==> config.mk <==
export PLATFORM = sky130hd
export DESIGN_NAME = counter_cmd_sequencer
export DESIGN_NICKNAME = d
export VERILOG_FILES = /design/src/rtl/counter_cmd_sequencer.sv
export SDC_FILE = /design/constraint.sdc
export NUM_CORES = 1
export LEC_CHECK = 0
export ABC_AREA = 0
export BUFFER_PORTS_ARGS = -buffer_cell sky130_fd_sc_hd__buf_2
export CORE_UTILIZATION = 28
export CTS_BUF_LIST = sky130_fd_sc_hd__clkbuf_4 sky130_fd_sc_hd__clkbuf_8
export DETAILED_ROUTE_END_ITERATION = 12
export PLACE_DENSITY = 0.58
export SETUP_SLACK_MARGIN = 0.2
export SYNTH_ARGS = -nofsm -noshare
export SYNTH_HDL_FRONTEND = slang
export SYNTH_SLANG_ARGS = --single-unit
==> constraint.sdc <==
create_clock -name clk_i -period 1.2 [get_ports clk_i]
set_clock_uncertainty 0.05 [all_clocks]
set_input_delay 0.06 -clock clk_i [delete_from_list [all_inputs] [get_ports clk_i]]
set_output_delay 0.06 -clock clk_i [all_outputs]
set_load 0.02 [all_outputs]
==> src/rtl/counter_cmd_sequencer.sv <==
// Command sequencer for the N-bit universal up/down counter.
// Accepts timed commands over valid/ready and drives the counter control
// pins for an exact number of cycles; UNTIL ops stop on the terminal flag.
module counter_cmd_sequencer #(
    parameter int unsigned N  = 8,
    parameter int unsigned TW = 8
) (
    input  logic          clk_i,
    input  logic          reset_ni,
    input  logic          cmd_valid_i,
    output logic          cmd_ready_o,
    input  logic [2:0]    cmd_op_i,
    input  logic [TW-1:0] cmd_ticks_i,
    input  logic [N-1:0]  cmd_data_i,
    input  logic          cnt_max_i,
    input  logic          cnt_min_i,
    output logic          cnt_en_o,
    output logic          cnt_up_o,
    output logic          cnt_down_o,
    output logic          cnt_load_o,
    output logic          cnt_preset_o,
    output logic          cnt_reset_o,
    output logic [N-1:0]  cnt_l_data_o,
    output logic          busy_o,
    output logic          done_o,
    output logic          hit_o
);

    localparam logic [2:0] OP_HOLD    = 3'd0;
    localparam logic [2:0] OP_UP      = 3'd1;
    localparam logic [2:0] OP_DOWN    = 3'd2;
    localparam logic [2:0] OP_LOAD    = 3'd3;
    localparam logic [2:0] OP_PRESET  = 3'd4;
    localparam logic [2:0] OP_CLEAR   = 3'd5;
    localparam logic [2:0] OP_UP_MAX  = 3'd6;
    localparam logic [2:0] OP_DN_MIN  = 3'd7;

    typedef enum logic [1:0] {
        IDLE = 2'd0,
        RUN  = 2'd1,
        DONE = 2'd2
    } state_t;

    state_t          state_q;
    logic [2:0]      op_q;
    logic [TW-1:0]   rem_q;
    logic [TW-1:0]   rem_d;
    logic [TW-1:0]   ticks_eff_d;
    logic [N-1:0]    l_data_q;
    logic            ready_q;
    logic            busy_q;
    logic            done_q;
    logic            hit_q;
    logic            en_q;
    logic            up_q;
    logic            down_q;
    logic            load_q;
    logic            preset_q;
    logic            clear_q;
    logic            term_c;
    logic            last_c;
    logic [5:0]      ctl_d;

    // Control pin decode for an opcode: {en, up, down, load, preset, clear}
    function automatic logic [5:0] decode_ctl(input logic [2:0] op);
        logic [5:0] v;
        v = 6'b000000;
        case (op)
            OP_HOLD:   v = 6'b000000;
            OP_UP:     v = 6'b110000;
            OP_DOWN:   v = 6'b101000;
            OP_LOAD:   v = 6'b100100;
            OP_PRESET: v = 6'b100010;
            OP_CLEAR:  v = 6'b000001;
            OP_UP_MAX: v = 6'b110000;
            OP_DN_MIN: v = 6'b101000;
            default:   v = 6'b000000;
        endcase
        return v;
    endfunction

    // Effective run length at accept: zero means one, single-shot ops run once
    always_comb begin
        ticks_eff_d = (cmd_ticks_i == '0) ? TW'(1) : cmd_ticks_i;
        if (cmd_op_i == OP_LOAD || cmd_op_i == OP_PRESET || cmd_op_i == OP_CLEAR) begin
            ticks_eff_d = TW'(1);
        end
        ctl_d = decode_ctl(cmd_op_i);
        rem_d = rem_q - TW'(1);
    end

    // Terminal flag of the latched UNTIL op and the last-RUN-cycle condition
    assign term_c = ((op_q == OP_UP_MAX) && cnt_max_i) ||
                    ((op_q == OP_DN_MIN) && cnt_min_i);
    assign last_c = (rem_q == TW'(1)) || term_c;

    // Sequencer FSM with registered control, handshake and status outputs
    always_ff @(posedge clk_i) begin
        if (!reset_ni) begin
            state_q  <= IDLE;
            op_q     <= OP_HOLD;
            rem_q    <= '0;
            l_data_q <= '0;
            ready_q  <= 1'b1;
            busy_q   <= 1'b0;
            done_q   <= 1'b0;
            hit_q    <= 1'b0;
            en_q     <= 1'b0;
            up_q     <= 1'b0;
            down_q   <= 1'b0;
            load_q   <= 1'b0;
            preset_q <= 1'b0;
            clear_q  <= 1'b0;
        end else begin
            case (state_q)
                IDLE: begin
                    done_q <= 1'b0;
                    hit_q  <= 1'b0;
                    if (cmd_valid_i && ready_q) begin
                        state_q  <= RUN;
                        op_q     <= cmd_op_i;
                        l_data_q <= cmd_data_i;
                        rem_q    <= ticks_eff_d;
                        ready_q  <= 1'b0;
                        busy_q   <= 1'b1;
                        {en_q, up_q, down_q, load_q, preset_q, clear_q} <= ctl_d;
                    end
                end
                RUN: begin
                    rem_q <= rem_d;
                    if (last_c) begin
                        state_q <= DONE;
                        done_q  <= 1'b1;
                        hit_q   <= term_c;
                        {en_q, up_q, down_q, load_q, preset_q, clear_q} <= 6'b000000;
                    end
                end
                DONE: begin
                    state_q <= IDLE;
                    done_q  <= 1'b0;
                    hit_q   <= 1'b0;
                    busy_q  <= 1'b0;
                    ready_q <= 1'b1;
                end
                default: begin
                    state_q <= IDLE;
                    ready_q <= 1'b1;
                    busy_q  <= 1'b0;
                    done_q  <= 1'b0;
                    hit_q   <= 1'b0;
                    {en_q, up_q, down_q, load_q, preset_q, clear_q} <= 6'b000000;
                end
            endcase
        end
    end

    // UNTIL ops gate the enable directly from the flag so the counter never wraps
    assign cnt_en_o     = en_q && !term_c;
    assign cnt_up_o     = up_q;
    assign cnt_down_o   = down_q;
    assign cnt_load_o   = load_q;
    assign cnt_preset_o = preset_q;
    assign cnt_reset_o  = clear_q;
    assign cnt_l_data_o = l_data_q;
    assign cmd_ready_o  = ready_q;
    assign busy_o       = busy_q;
    assign done_o       = done_q;
    assign hit_o        = hit_q;

endmodule

==> reports/metrics.cfg <==
[drt]
ant_nets = 0
wl_per_cell_um = 14.9
route.vias.total = 1757
dr.first_iter.drc_count = 81
drc = 0
viasPerCell = 5.06
routed_wirelength_um = 5170
dr.pass1.iters = 4

[clocking]
cts_tree = yes
clkTransAtPathRegs_ns = 0.07
cts_sinks = 31
cts.path.max_buffers = 2
clk-insertion-delay-late_ns = 0.28
cts_root_buf = clkbuf_8
htreeDepth = 2
cts_buffers = 5

[power_and_ir_drop]
ir_drop_v = 0.000886
p_leak_nw = 1.22
powerDensity_nw_per_um2 = 1300

[final_layout]
regArea_um2 = 636
fillerInstances = 438
drive_gt1_frac = 0.610
final_area_um2 = 2820
multi_input_area_um2 = 1180
fin_nets = 302
syn2layout_area_growth_pct = 79.6
num_antenna_cells = 0

[setup_path]
path_common_cell = buf_6
cp_num_buf_inv = 4
crit_fanout = 4
rr_worst_depth = 7
crit_chain = buf_6 > buf_6 > nor2b_4 > buf_6 > buf_6 > a211oi_2 > nor3_1
cpLargestDelayFamily = buffers and inverters
r2r_setup_slack_ns = -0.20
cpMaxStageDelayCell = dfxtp_2
cp_slowest_stage_delay_ns = 0.34
r2r_end = rem_q[2]
cp.required_ns = 1.33
arrival_ns = 1.53
path_class = reg -> reg
startpoint_type = flop
r2r-start = state_q[1]
crit_path_end_kind = flop

[yosys]
yosys_most_used_dff = dfxtp_1
synthTopCellsByArea = dfxtp_1 (40%), nand2_1 (9.3%), a21oi_1 (6.7%)
yosysUniqueCellTypes = 44
yosysTopAreaCell = dfxtp_1
synth_most_common_cell = nand2_1
syn_inst = 184
yosys-top-cells-count = nand2_1 (39), dfxtp_1 (31), a21oi_1 (21)
synth_edf_count = 0
postSynth.asyncResetShare = 0
synth-seq-cells = 31
syn_avg_cell_area_um2 = 8.53
seq_area_frac_synth = 0.396
syn-num-nets = 210
yosys_warnings = 0
netlist.area_leader.share = 0.396
syn_area_um2 = 1570

[status]
violations = setup timing
status = complete, but fails checks

[sta]
setup-violations-final = 30
rsz0062_at_grt = yes
layout_setup_ws_ns = -0.200
slew_headroom = 0.774
min_period_over_period = 1.17
hold_viol_final = 0
worstMarginPinSlew_ns = 0.337
min_period_ns = 1.40
fmax_mhz = 714
fin_tns_setup_ns = -3.49
maxSlewViolCount = 0

[placed_design]
hpwl_um = 3040
place_area_um2 = 2040
portBuffers = 41
place.gp.congestion = 0.802
dp_slack_ns = -0.171

[worst_hold_path]
hold_depth = 3
worstHoldStart = cmd_ticks_i[5]
hold_path_end = rem_q[5]
hold_class = in -> reg

[floorplan]
die_x_um = 76.9
rows = 26
die_h_um = 76.9
start_util = 0.300
ios = 42
core_area_um2 = 5240
dieArea_um2 = 5910

[run]
maxCapViolCount = 0

[grt]
grt_pass1_wl_um = 8100
grt_max_degree = 11
globalRouteOverflowTotal = 0
antenna_found_initial = 0
grt_pass1_vias = 1749
grt_use_total = 0.173

[power by group]
part	leakage, nW	internal, mW	total [mW]	switching, mW
sequential	0.257	1.16	1.26	0.0983
combinational	0.923	0.778	1.57	0.790
clock	0.0446	0.428	0.834	0.406
total	1.22	2.36	3.66	1.29
[sequential cells by signal, summed over array words and instances (netlist names)]
| signal | flops |
|---|---|
| op_q | 3 |
| cmd_ready_o | 1 |
| cnt_up_o | 1 |
| hit_o | 1 |
| state_q | 2 |
| done_o | 1 |
| cnt_preset_o | 1 |
| cnt_down_o | 1 |
| en_q | 1 |
| rem_q | 8 |
| cnt_reset_o | 1 |
| cnt_load_o | 1 |
| cnt_l_data_o | 8 |
| busy_o | 1 |
[metrics by stage]
step           total power [mW]  std cells  utilization  hold WS, ns
2_1_floorplan              1.93        184            -        0.146
3_5_place_dp               2.27        312        0.389        0.257
4_1_cts                    3.48        343        0.503       0.0118
3_3_place_gp               2.26        312        0.389        0.250
5_1_grt                    3.85        347        0.538       0.0284
6_report                   3.66        347        0.538       0.0189
[worst max-delay path by stage]
stage | startpoint | to | slack, ns | cells after the start
2_1_floorplan | rem_q[5] | cnt_down_o | -0.06 | 4
4_1_cts | op_q[0] | cnt_en_o | -0.18 | 4
3_3_place_gp | state_q[1] | cnt_load_o | -0.14 | 5
5_1_grt | rem_q[3] | cnt_down_o | -0.26 | 5
3_5_place_dp | state_q[1] | rem_q[3] | -0.17 | 5
6_report | state_q[1] | rem_q[2] | -0.20 | 7
[worst register-to-register path, stage by stage (launching register included)]
cell and delay [ns]:
dfxtp_2 0.34, buf_6 0.12, buf_6 0.12, nor2b_4 0.17
buf_6 0.12, buf_6 0.10, a211oi_2 0.06, nor3_1 0.23
[layout make-up]
class | instances | share of cell area
Timing Repair Buffer | 96 | 0.287
Tap cell | 70 | 0.0311
Multi-Input combinational cell | 137 | 0.418
Clock buffer | 6 | 0.0271
Clock inverter | 2 | 0.00444
Inverter | 5 | 0.00666
Sequential cell | 31 | 0.226
[cell usage in the layout, fill, tap and decap left out, types with 7 or more instances in the layout]
cell type / netlist / routed
buf_2: 6 / 39
nand2_1: 39 / 23
dfxtp_1: 31 / 23
buf_4: 3 / 21
buf_6: 0 / 20
a21oi_2: 0 / 17
nand2_4: 1 / 12
dlygate4sd3_1: 0 / 10
nor3_1: 11 / 7
[cells by family after synthesis]
logic type               synth area share
multiplexers                      0.00957
XOR/XNOR                           0.0112
adder cells (fa/ha/maj)            0.0159
flip-flops                          0.396
buffers and inverters              0.0502
AND/OR/NAND/NOR                     0.322
AO/OA/AOI/OAI                       0.195
[timing repair]
item                                    CTS  global route
setup buffers                            10             4
gates resized for setup                  65            43
gates cloned                              3             0
hold buffers                             10             0
endpoints found under the hold margin    10             0
pin swaps                                33            32
endpoints found under the setup margin   33            32
[metal layers]
metal | wire [um] | track usage | vias up
li1 | - | - | 841
met1 | 2150 | 0.197 | 852
met2 | 2660 | 0.307 | 54
met3 | 261 | 0.0464 | 10
met4 | 97 | 0.0654 | 0
met5 | 0 | 0 | -
Power figures use the tool's default switching activity.
